### config.mk
export PLATFORM = sky130hd
export DESIGN_NAME = vga_timing_gen
export DESIGN_NICKNAME = d
export VERILOG_FILES = /design/src/rtl/vga_timing_gen.sv
export SDC_FILE = /design/constraint.sdc
export NUM_CORES = 1
export LEC_CHECK = 0
export ABC_CLOCK_PERIOD_IN_PS = 5200
export CAP_MARGIN = 25
export CORE_MARGIN = 1
export CORE_UTILIZATION = 40
export CTS_BUF_LIST = sky130_fd_sc_hd__clkbuf_8
export CTS_CLUSTER_SIZE = 28
export DETAILED_ROUTE_END_ITERATION = 8
export SYNTH_ARGS = -nofsm -noshare
export SYNTH_HDL_FRONTEND = slang
export SYNTH_SLANG_ARGS = --single-unit
### constraint.sdc
create_clock -name clk -period 5.2 [get_ports clk]
set_input_delay 0.78 -clock clk [delete_from_list [all_inputs] [get_ports clk]]
set_output_delay 0.78 -clock clk [all_outputs]
set_load 0.02 [all_outputs]
### src/rtl/vga_timing_gen.sv
// VGA raster timing generator for the bouncing-squares display.
// Produces the raster counters, the sync pulses and the display window,
// plus single-cycle line/frame/vblank strobes in the clk domain.
// Every output is registered and decoded from the next counter values,
// so the flags always describe the hpos/vpos presented in the same cycle.
module vga_timing_gen #(
    parameter int H_DISPLAY       = 640,
    parameter int H_FRONT         = 16,
    parameter int H_SYNC          = 96,
    parameter int H_BACK          = 48,
    parameter int V_DISPLAY       = 480,
    parameter int V_FRONT         = 10,
    parameter int V_SYNC          = 2,
    parameter int V_BACK          = 33,
    parameter bit SYNC_ACTIVE_LOW = 1'b1
) (
    input  logic       clk,
    input  logic       rst_n,
    input  logic       pix_en,
    output logic [9:0] hpos,
    output logic [9:0] vpos,
    output logic       hsync,
    output logic       vsync,
    output logic       display_on,
    output logic       line_start,
    output logic       frame_start,
    output logic       vblank_start
);

    localparam int H_TOTAL = H_DISPLAY + H_FRONT + H_SYNC + H_BACK;
    localparam int V_TOTAL = V_DISPLAY + V_FRONT + V_SYNC + V_BACK;

    // The counters are 10 bits wide; larger rasters cannot be represented.
    generate
        if (H_TOTAL > 1024) begin : g_h_total_too_big
            $error("vga_timing_gen: H_TOTAL exceeds 1024");
        end
        if (V_TOTAL > 1024) begin : g_v_total_too_big
            $error("vga_timing_gen: V_TOTAL exceeds 1024");
        end
    endgenerate

    // Comparison limits are held one bit wider than the counters so that an
    // end bound of exactly 1024 still compares correctly as unsigned.
    localparam logic [9:0]  H_LAST     = 10'(H_TOTAL - 1);
    localparam logic [9:0]  V_LAST     = 10'(V_TOTAL - 1);
    localparam logic [9:0]  VBLANK_ROW = 10'(V_DISPLAY);
    localparam logic [10:0] H_DISP_END = 11'(H_DISPLAY);
    localparam logic [10:0] V_DISP_END = 11'(V_DISPLAY);
    localparam logic [10:0] HS_BEGIN   = 11'(H_DISPLAY + H_FRONT);
    localparam logic [10:0] HS_END     = 11'(H_DISPLAY + H_FRONT + H_SYNC);
    localparam logic [10:0] VS_BEGIN   = 11'(V_DISPLAY + V_FRONT);
    localparam logic [10:0] VS_END     = 11'(V_DISPLAY + V_FRONT + V_SYNC);

    // Asserted and idle levels of both sync outputs.
    localparam logic SYNC_ON  = !SYNC_ACTIVE_LOW;
    localparam logic SYNC_OFF = SYNC_ACTIVE_LOW;

    logic [9:0] h_next;
    logic [9:0] v_next;
    logic       hs_active;
    logic       vs_active;
    logic       de_next;
    logic       line_next;
    logic       frame_next;
    logic       vblank_next;

    // Next raster position: advance one pixel per enabled cycle, wrap at the
    // end of the line and carry into the line counter, wrap at end of frame.
    always_comb begin
        h_next = hpos;
        v_next = vpos;
        if (pix_en) begin
            if (hpos == H_LAST) begin
                h_next = '0;
                if (vpos == V_LAST) begin
                    v_next = '0;
                end else begin
                    v_next = vpos + 10'd1;
                end
            end else begin
                h_next = hpos + 10'd1;
            end
        end
    end

    // Decode all flags from the next position; strobes need an actual
    // advance, so they stay low on held cycles and never fire out of reset.
    always_comb begin
        hs_active   = ({1'b0, h_next} >= HS_BEGIN) && ({1'b0, h_next} < HS_END);
        vs_active   = ({1'b0, v_next} >= VS_BEGIN) && ({1'b0, v_next} < VS_END);
        de_next     = ({1'b0, h_next} < H_DISP_END) && ({1'b0, v_next} < V_DISP_END);
        line_next   = pix_en && (h_next == 10'd0);
        frame_next  = line_next && (v_next == 10'd0);
        vblank_next = line_next && (v_next == VBLANK_ROW);
    end

    // Output registers; reset returns to the top-left idle state silently.
    always_ff @(posedge clk) begin
        if (!rst_n) begin
            hpos         <= '0;
            vpos         <= '0;
            hsync        <= SYNC_OFF;
            vsync        <= SYNC_OFF;
            display_on   <= 1'b1;
            line_start   <= 1'b0;
            frame_start  <= 1'b0;
            vblank_start <= 1'b0;
        end else begin
            hpos         <= h_next;
            vpos         <= v_next;
            hsync        <= hs_active ? SYNC_ON : SYNC_OFF;
            vsync        <= vs_active ? SYNC_ON : SYNC_OFF;
            display_on   <= de_next;
            line_start   <= line_next;
            frame_start  <= frame_next;
            vblank_start <= vblank_next;
        end
    end

endmodule

==> results_dict.tcl <==
set metrics [dict create \
    status "completed" \
    die_area_um2 4140 \
    p_leak_nw 0.661 \
    setup_viol 0 \
    fin_skew_ns 0.00448 \
    critPathBufInv 2 \
    dpl.hpwl_um 2760 \
    drv_cap 0 \
    grt_max_degree 15 \
    cts_tree "built" \
    cp_max_fo 12 \
    synthFlopType "dfxtp_1" \
    final_util_pct 51.3 \
    arrival_ns 3.48 \
    finalHoldViolCount 0 \
    critPathTopFamily "simple AND/OR/NAND/NOR gates" \
    final.min_clock_period_ns 3.34 \
    cts-hold-fix-buffers 0 \
    drc_errors 0 \
    yosys_register_bits 26 \
    antenna_left 0 \
    cts_buffers 3 \
    syn_nets 206 \
    slowest_stage "clkdlybuf4s50_1" \
    slew_violations 0 \
    period_share_pct 64.2 \
    avgViaCountPerCell 5.73 \
    grt_pass1_wl_um 6500 \
    htree_levels 1 \
    crit_path_end_kind "register" \
    critPathKind "primary input to register" \
    irDropWorstVdd_uv 80.9 \
    syn_to_final_growth_pct 21.7 \
    die_y_um 64.3 \
    grt_pass1_vias 1473 \
    syn_avg_cell_area_um2 7.77 \
    routed_wl_um 3830 \
    synthArstFlopShare_pct 0 \
    max_clock_freq_ghz 0.300 \
    diodes 0 \
    cts_sinks 26 \
    cts_root_buffer "clkbuf_8" \
    grt_usage_pct 19.6 \
    fin_tns_setup_ns 0 \
    critPathRequiredTime_ns 5.34 \
    synth_edf_count 0 \
    post_cts_resized 0 \
    clk_latency_ns 0.26 \
    hold_class "register to register" \
    r2r_setup_slack_ns 2.33 \
    routedWlPerCell_um 14.3 \
    postCtsSetupBuffers 0 \
    relSlewSlack_pct 63.4 \
    fp-row-count 22 \
    netlist_area_um2 1550 \
    max_stage_delay_ns 0.71 \
    ys_warn_count 0 \
    ys_seq_area_share_pct 33.5 \
    gp_congestion 0.885 \
    nets 226 \
    path_cells "clkdlybuf4s50_1, inv_1, or4_4, nor3_2, xnor2_1, nor4b_2, or4b_1" \
    antenna_found_initial 0 \
    core_um2 3690 \
    clkTransAtPathRegs_ns 0.09 \
    syn_inst 200 \
    tightest_slew_ns 0.535 \
    overflow 0 \
    critPathLaunchType "primary input" \
    ios 29 \
    drt-initial-drc-count 120 \
    drt_first_pass_iters 4 \
    via_count 1531 \
    die_w_um 64.3 \
    synth_cell_types 50 \
    drive_gt1_share_pct 5.48 \
    clk_path_buf_depth 2 \
    rsz0062_at_grt "false" \
    numPortBuffers 28 \
    start_util_pct 42.1 \
    power.density_nw_per_um2 187 \
]
[routing by layer]
layer | routed length (um) | up-vias | track usage [%]
met2 | 1860 | 27 | 33.2
li1 | - | 755 | -
met1 | 1850 | 747 | 25.2
met5 | 0 | - | 0
met4 | 18 | 0 | 7.50
met3 | 100 | 2 | 2.14
[state kept, by name, summed over array words and instances (netlist names)]
name and count:
hpos 10, vpos 10, display_on 1, frame_start 1
hsync 1, line_start 1, vblank_start 1, vsync 1
[report_power, final]
| part | switching, W | total [W] | leakage [nW] | internal [W] |
|---|---|---|---|---|
| Combinational | 0.0000127 | 0.0000221 | 0.423 | 0.00000939 |
| Clock | 0.0000608 | 0.000128 | 0.0288 | 0.0000676 |
| Sequential | 0.00000273 | 0.000204 | 0.210 | 0.000201 |
[final timing paths]
path | from | cells after the start | to
worst max-delay path | pix_en | 7 | vsync$_SDFF_PN1_
worst min-delay path | hpos[1]$_SDFF_PN0_ | 2 | hpos[1]$_SDFF_PN0_
worst max register to register | hpos[1]$_SDFF_PN0_ | 7 | vsync$_SDFF_PN1_
worst min register to register | hpos[1]$_SDFF_PN0_ | 2 | hpos[1]$_SDFF_PN0_
[synthesized netlist by cell type, types with 2 or more instances]
master / number / area share, %
a311oi_1: 3 / 1.7
a22oi_1: 2 / 0.97
or3_1: 4 / 1.6
inv_1: 6 / 1.4
nor2_1: 25 / 6.0
o21ai_0: 4 / 1.3
ha_1: 3 / 2.4
and3_1: 3 / 1.2
nor3_1: 4 / 1.3
buf_2: 4 / 1.3
xor2_1: 9 / 5.1
o31ai_1: 2 / 0.97
dfxtp_1: 26 / 33
nor4_1: 2 / 0.81
a21oi_1: 9 / 2.9
and2_1: 3 / 1.2
a31oi_1: 3 / 1.2
clkbuf_1: 8 / 1.9
xnor2_1: 7 / 3.9
nand3_1: 12 / 3.9
nand2_1: 23 / 5.6
nand4_1: 10 / 4.0
[layout make-up]
type,count,area (um2)
clock buffers,4,55.1
inverters,6,22.5
flip-flops and latches,26,520
well taps,48,60.1
fillers,382,1800
repair buffers,29,288
multi-input cells,154,946
[kinds of logic after synthesis]
kind of cell	share of synthesized area [%]
DFF	33.5
and+or+nand+nor	33.7
muxes	1.37
buffers and inverters	5.64
AOI/OAI and AO/OA	14.3
adders and majority gates	2.42
xor gates and xnor gates	9.02
[per-stage QoR]
stage	std cells	worst slack, ns	power, W	instance area (um2)	hold slack (ns)
2_1_floorplan	200	2.55	0.000221	1550	0.597
3_3_place_gp	263	1.74	0.000230	1840	0.562
3_5_place_dp	263	1.62	0.000230	1840	0.563
4_1_cts	267	1.90	0.000358	1890	0.580
5_1_grt	267	1.73	0.000367	1890	0.620
6_report	267	1.86	0.000354	1890	0.584
[cell usage in the layout, fill, tap and decap left out, types with 2 or more instances in the layout]
cell type | synthesis | layout
a21oi_1 | 9 | 9
a22oi_1 | 2 | 2
a311oi_1 | 3 | 3
a31oi_1 | 3 | 3
and2_1 | 3 | 3
and3_1 | 3 | 3
clkbuf_8 | 0 | 4
clkdlybuf4s50_1 | 0 | 28
dfxtp_1 | 26 | 26
ha_1 | 3 | 3
inv_1 | 6 | 6
nand2_1 | 23 | 23
nand3_1 | 12 | 12
nand4_1 | 10 | 10
nor2_1 | 25 | 25
nor3_1 | 4 | 4
nor4_1 | 2 | 2
o21ai_0 | 4 | 4
o31ai_1 | 2 | 2
or3_1 | 4 | 4
xnor2_1 | 7 | 7
xor2_1 | 9 | 9
[worst min-delay path, cell delays in order, from the launching register on]
cell and delay [ns]:
dfxtp_1 0.39, nand2_1 0.10, a21oi_1 0.05
(Power assumes the default switching activity.)
